$ cat config.mk
export PLATFORM = sky130hd
export DESIGN_NAME = core_internal_memory_multiplexer
export DESIGN_NICKNAME = d
export VERILOG_FILES = /design/src/rtl/core_internal_memory_multiplexer.sv
export SDC_FILE = /design/constraint.sdc
export NUM_CORES = 1
export LEC_CHECK = 0
export CAP_MARGIN = 20
export CELL_PAD_IN_SITES_DETAIL_PLACEMENT = 1
export CELL_PAD_IN_SITES_GLOBAL_PLACEMENT = 2
export CORE_MARGIN = 2
export CORE_UTILIZATION = 27
export CTS_CLUSTER_DIAMETER = 150
export DETAILED_ROUTE_END_ITERATION = 12
export PLACE_DENSITY = 0.95
export SETUP_SLACK_MARGIN = 0.1
export SKIP_LAST_GASP = 1
export SLEW_MARGIN = 20
export SYNTH_ARGS = -nofsm -noshare
export SYNTH_HDL_FRONTEND = slang
export SYNTH_SLANG_ARGS = --single-unit
$ cat constraint.sdc
create_clock -name clk -period 5.2 [get_ports clk]
set_input_delay 0.78 -clock clk [delete_from_list [all_inputs] [get_ports clk]]
set_output_delay 0.78 -clock clk [all_outputs]
set_load 0.01 [all_outputs]
$ cat src/rtl/core_internal_memory_multiplexer.sv
// core_internal_memory_multiplexer
// Shares one downstream memory bus between the I-cache miss port (I) and the
// vector memory controller (V). One transaction is outstanding at a time:
// IDLE grants a port, ISSUE drives the downstream request, WAIT_RESP routes
// the single response back to the owner as a one-cycle pulse.
// Optional macro: MUX_ROUND_ROBIN_EN -- round-robin tie break instead of
// fixed priority to port I.
module core_internal_memory_multiplexer #(
  parameter int ADDR_W = 21,
  parameter int DATA_W = 64
) (
  input  logic              clk,
  input  logic              reset_n,
  // port I
  input  logic              i_req_valid,
  output logic              i_req_ready,
  input  logic              i_req_write,
  input  logic [ADDR_W-1:0] i_req_addr,
  input  logic [DATA_W-1:0] i_req_wdata,
  output logic              i_resp_valid,
  output logic [DATA_W-1:0] i_resp_rdata,
  // port V
  input  logic              v_req_valid,
  output logic              v_req_ready,
  input  logic              v_req_write,
  input  logic [ADDR_W-1:0] v_req_addr,
  input  logic [DATA_W-1:0] v_req_wdata,
  output logic              v_resp_valid,
  output logic [DATA_W-1:0] v_resp_rdata,
  // downstream
  output logic              mem_req_valid,
  input  logic              mem_req_ready,
  output logic              mem_req_write,
  output logic [ADDR_W-1:0] mem_req_addr,
  output logic [DATA_W-1:0] mem_req_wdata,
  input  logic              mem_resp_valid,
  input  logic [DATA_W-1:0] mem_resp_rdata
);

  typedef enum logic [1:0] {IDLE, ISSUE, WAIT_RESP} state_t;

  state_t state;
  logic   owner;      // 0 = port I, 1 = port V
  logic   prefer_i;
  logic   grant_i;
  logic   grant_v;

`ifdef MUX_ROUND_ROBIN_EN
  logic   last_v;     // 1 when V was granted last; reset value favours I

  // Round-robin pointer: remember which port was granted most recently
  always_ff @(posedge clk or negedge reset_n) begin
    if (!reset_n) begin
      last_v <= 1'b1;
    end else if (grant_i || grant_v) begin
      last_v <= grant_v;
    end
  end

  // Tie break favours the port not granted last
  always_comb begin
    prefer_i = last_v;
  end
`else
  // Fixed priority: port I always wins a tie
  always_comb begin
    prefer_i = 1'b1;
  end
`endif

  // Grant decision, only offered while idle
  always_comb begin
    grant_i = 1'b0;
    grant_v = 1'b0;
    if (state == IDLE) begin
      if (i_req_valid && (!v_req_valid || prefer_i)) begin
        grant_i = 1'b1;
      end else if (v_req_valid) begin
        grant_v = 1'b1;
      end
    end
  end

  assign i_req_ready = grant_i;
  assign v_req_ready = grant_v;

  // Transaction FSM with registered downstream request and response outputs
  always_ff @(posedge clk or negedge reset_n) begin
    if (!reset_n) begin
      state         <= IDLE;
      owner         <= 1'b0;
      mem_req_valid <= 1'b0;
      mem_req_write <= 1'b0;
      mem_req_addr  <= '0;
      mem_req_wdata <= '0;
      i_resp_valid  <= 1'b0;
      v_resp_valid  <= 1'b0;
      i_resp_rdata  <= '0;
      v_resp_rdata  <= '0;
    end else begin
      i_resp_valid <= 1'b0;
      v_resp_valid <= 1'b0;
      case (state)
        IDLE: begin
          if (grant_i || grant_v) begin
            owner         <= grant_v;
            mem_req_valid <= 1'b1;
            mem_req_write <= grant_v ? v_req_write : i_req_write;
            mem_req_addr  <= grant_v ? v_req_addr  : i_req_addr;
            mem_req_wdata <= grant_v ? v_req_wdata : i_req_wdata;
            state         <= ISSUE;
          end
        end
        ISSUE: begin
          if (mem_req_ready) begin
            mem_req_valid <= 1'b0;
            state         <= WAIT_RESP;
          end
        end
        WAIT_RESP: begin
          if (mem_resp_valid) begin
            if (owner) begin
              v_resp_rdata <= mem_resp_rdata;
              v_resp_valid <= 1'b1;
            end else begin
              i_resp_rdata <= mem_resp_rdata;
              i_resp_valid <= 1'b1;
            end
            state <= IDLE;
          end
        end
        default: state <= IDLE;
      endcase
    end
  end

endmodule

Yosys cells after proc, flatten, opt, wreduce, memory -nomap -nowiden
Index checks and enable logic that the tools add are counted.
{"block": "classes", "eq_ne": 5, "bitwise": 1, "n_mux": 21, "n_reduce_logical": 8}
{"operator": "$mux W64", "count": 1}
{"operator": "$mux W21", "count": 1}
{"operator": "$mux W1", "count": 14}
{"operator": "$reduce_and A3 Y1", "count": 4}
{"operator": "$mux W2", "count": 3}
{"operator": "$pmux W2 S3", "count": 1}
{"operator": "$ne A2 B2 Y1 const B", "count": 2}
{"operator": "$eq A2 B1 Y1 const B", "count": 1}
{"operator": "$eq A2 B2 Y1 const B", "count": 1}
{"operator": "$logic_not A2 Y1", "count": 1}
{"operator": "$ne A2 B1 Y1 const B", "count": 1}
{"operator": "$pmux W1 S2", "count": 1}
{"operator": "$reduce_and A2 Y1", "count": 1}
{"operator": "$reduce_bool A2 Y1", "count": 1}
{"operator": "$logic_or A1 B1 Y1", "count": 1}
{"operator": "$not A1 Y1", "count": 1}
{"block": "totals", "out_inout_bits": 219, "register_bits": 220, "in_bits": 242, "elab_cells": 45}

Depth between registers and ports, before layout
{"block": "depth", "word_depth": 6, "mapped_depth": 6, "mapped_depth_nobuf": 3}

Worst setup path after synthesis
No wires, ideal clock.
{"block": "synth_path", "kind": "input to output", "startpoint": "in i_req_valid", "endpoint": "out v_req_ready", "path_slack_ps": 2696, "arrival_ps": 1724, "path_buffers": 3, "required_time_ps": 4420, "cell_stages": 5, "path_cell_list": "or4b_1 -> buf_2 -> buf_6 -> buf_6 -> inv_1"}
{"block": "synth_via", "elab_chain_len": 2}
{"item": "start, declared", "line_no": "15", "text": "input logic i_req_valid,"}
{"item": "$mux W1", "line_no": "76", "text": "if (i_req_valid && (!v_req_valid || prefer_i)) begin"}
{"item": "$mux W1", "line_no": "75", "text": "if (state == IDLE) begin"}
{"item": "end, declared", "line_no": "24", "text": "output logic v_req_ready,"}
No other way between the ends.

Final worst setup path
Same ends and word-level chain as after synthesis.

==> impl_metrics.ini <==
[run_status]
outcome = finished clean

[synth]
synth_cells = 583
ys_seq_elements = 220
synth.distinct_cells = 21
synth_top_area_cell = dfrtp_1
yosysWarnings = 0
synth_top_area_share_pct = 61.3
syn_nets = 825
yosys-top-cells-area = dfrtp_1 61%, mux2_2 27%, a22o_1 8.3%
yosysSeqAreaShare_pct = 61.3
netlist_area_mm2 = 0.00899
avgSynthCellArea_um2 = 15.4

[clock_tree]
cts_resized = 0
postCtsSetupBuffers = 0
ctsHtreeMaxLevel = 1
cts_max_path_buffers = 3
cts_buffers = 26
cts_sinks = 220
clock_latency_ns = 0.52
cts_tree = done
hold_buffers = 0
cts_root_buf = clkbuf_16
cts.reportedPaths.clkPinSlew_ns = 0.06

[grt]
grt_pass1_vias = 7897
antenna_found_initial = 1
grt_pass1_wl_mm = 48.8
grt-ovfl-total = 0
grt_usage_pct = 18.1
grt_max_degree = 112

[drt]
antenna_left = 0
viasPerCell = 4.62
dr.pass1.iters = 4
wl_mm = 32.0
post_drt_wl_per_cell_um = 21.3
vias = 6921
drt-initial-drc-count = 134
drc_errors = 0

[floorplan]
dieArea_mm2 = 0.0348
core_mm2 = 0.0326
start_util_pct = 27.6
die_y_um = 186
fp.dieW_um = 186
io_pins = 461
rows = 66

[setup_path]
rr_worst_depth = 4
startpoint = i_req_valid
cp_slowest_cell = or4b_4
end_kind = output pin
max_stage_delay_ns = 0.81
cp.required_ns = 4.42
cp_data_arrival_time_ns = 2.84
critPathKind = in -> out
path_cells = clkdlybuf4s50_1 -> or4b_4 -> inv_1 -> clkdlybuf4s50_1
crit_top_cell = clkdlybuf4s50_1
crit_fanout = 41
regToRegStartpoint = state[0]
cp-start-kind = input port

[timing]
setup_viol = 0
slew_violations = 0
final-hold-violation-count = 0
finalCritPeriodShare_pct = 69.7
slew_headroom_pct = 35.4
period_minus_slack_ns = 3.62
max_freq_ghz = 0.276
rsz0062_at_grt = no
tns_ns = 0
clock_skew_ns = 0.0102
tightest_slew_ns = 0.970

[pwr]
p_leak_nw = 6.32
p_per_area_mw_per_mm2 = 594
ir_worst_vdd_mv = 0.351
power_mw = 8.88

[final_layout]
area_growth_pct = 66.2
final_area_mm2 = 0.0149
layout-drive-gt1-share_pct = 25.5
nets = 1278
fin_cells = 1499

[hold_path]
worstHoldPathType = in -> async

[place]
placedInstanceArea_mm2 = 0.0140
place_hpwl_mm = 23.1
place_inst = 1450
place_congestion = 0.828
port_buffers = 460

[job]
max_cap_violations = 0
## cells in the mapped netlist
cell / number
and2_1: 1
nand2b_1: 2
o21a_1: 1
o21ai_1: 1
nand3b_1: 1
clkbuf_1: 20
or4b_1: 1
a22o_1: 85
mux2_2: 213
inv_1: 3
a31oi_1: 2
buf_6: 4
nor3b_1: 1
nor2_1: 1
nand2_1: 2
nand4b_1: 1
o21ai_0: 4
nor2b_1: 2
buf_1: 3
buf_2: 15
dfrtp_1: 220
## final timing paths
| kind | to | slack (ns) |
|---|---|---|
| setup / recovery | v_req_ready | 1.58 |
| setup reg to reg | mem_req_addr[4] | 2.76 |
| min in group clk | mem_req_valid | 0.49 |
| hold reg to reg | mem_req_valid | 0.49 |
| hold / removal | v_resp_rdata[1] | 0.30 |
| max in group asynchronous | i_resp_rdata[55] | 3.68 |
## state kept, by name, summed over array words and instances (netlist names)
register,count
v_resp_rdata,64
state,2
i_resp_rdata,64
mem_req_addr,21
v_resp_valid,1
mem_req_wdata,64
mem_req_write,1
i_resp_valid,1
owner,1
mem_req_valid,1
## worst max-delay path, delay by kind of cell
kind | cells | cell delay [ns]
AND/OR/NAND/NOR | 1 | 0.81
buffers and inverters | 3 | 1.25
## metrics by stage
stage	setup slack [ns]	hold WS [ns]	utilization [%]
4_1_cts	1.58	0.340	45.8
3_3_place_gp	1.63	0.474	43.1
3_5_place_dp	1.60	0.490	43.1
6_report	1.58	0.298	45.8
2_1_floorplan	2.70	0.484	-
5_1_grt	1.51	0.342	45.8
## kinds of logic (layout without fill, tap and decap cells)
group	after synthesis	count (layout)	share of synthesized area [%]
buf+inv	45	518	2.42
other cells	0	1	0
simple gates	12	12	0.849
mux	213	213	26.7
flops	220	220	61.3
compound gates	93	93	8.78
## final cells by class
type	instances	area (um^2)
Tap cell	442	553
Timing Repair Buffer	467	4690
Multi-Input combinational cell	318	3290
Clock inverter	8	75.1
Sequential cell	220	5510
Fill cell	3339	17700
Clock buffer	40	815
Antenna cell	1	2.50
Inverter	3	11.3
## layer usage
layer / vias to the layer above / share of wire (%) / track usage, %
li1: 3058 / - / -
met1: 3484 / 37 / 20.1
met2: 332 / 51 / 32.7
met3: 47 / 9.4 / 6.24
met4: 0 / 2.6 / 5.45
met5: - / 0 / 0
## where the power goes
group | switching (mW) | internal [mW]
clock network | 0.726 | 1.13
logic | 1.53 | 2.44
registers | 0.492 | 2.57
total | 2.74 | 6.13
## placed cells by master, fill, tap and decap left out
| cell | n |
|---|---|
| a22o_1 | 85 |
| clkdlybuf4s50_1 | 459 |
| mux2_2 | 213 |
| nand3b_1 | 1 |
| o21a_1 | 1 |
| o21ai_0 | 4 |
| nor2_1 | 1 |
| clkinvlp_4 | 1 |
| o21ai_4 | 1 |
| dfrtp_1 | 220 |
| diode_2 | 1 |
| a31oi_1 | 2 |
| clkinv_4 | 1 |
| inv_1 | 3 |
| nor3b_2 | 1 |
| buf_8 | 1 |
| clkbuf_1 | 4 |
| buf_4 | 5 |
| clkbuf_8 | 9 |
| nand4b_1 | 1 |
| nand2b_1 | 2 |
| nor2b_4 | 1 |
| inv_6 | 1 |
| bufinv_16 | 1 |
| nand2_1 | 2 |
| nor2b_1 | 1 |
| or4b_4 | 1 |
| clkbuf_16 | 27 |
| and2_1 | 1 |
| buf_12 | 2 |
| clkinv_2 | 4 |
(Power assumes the default switching activity.)
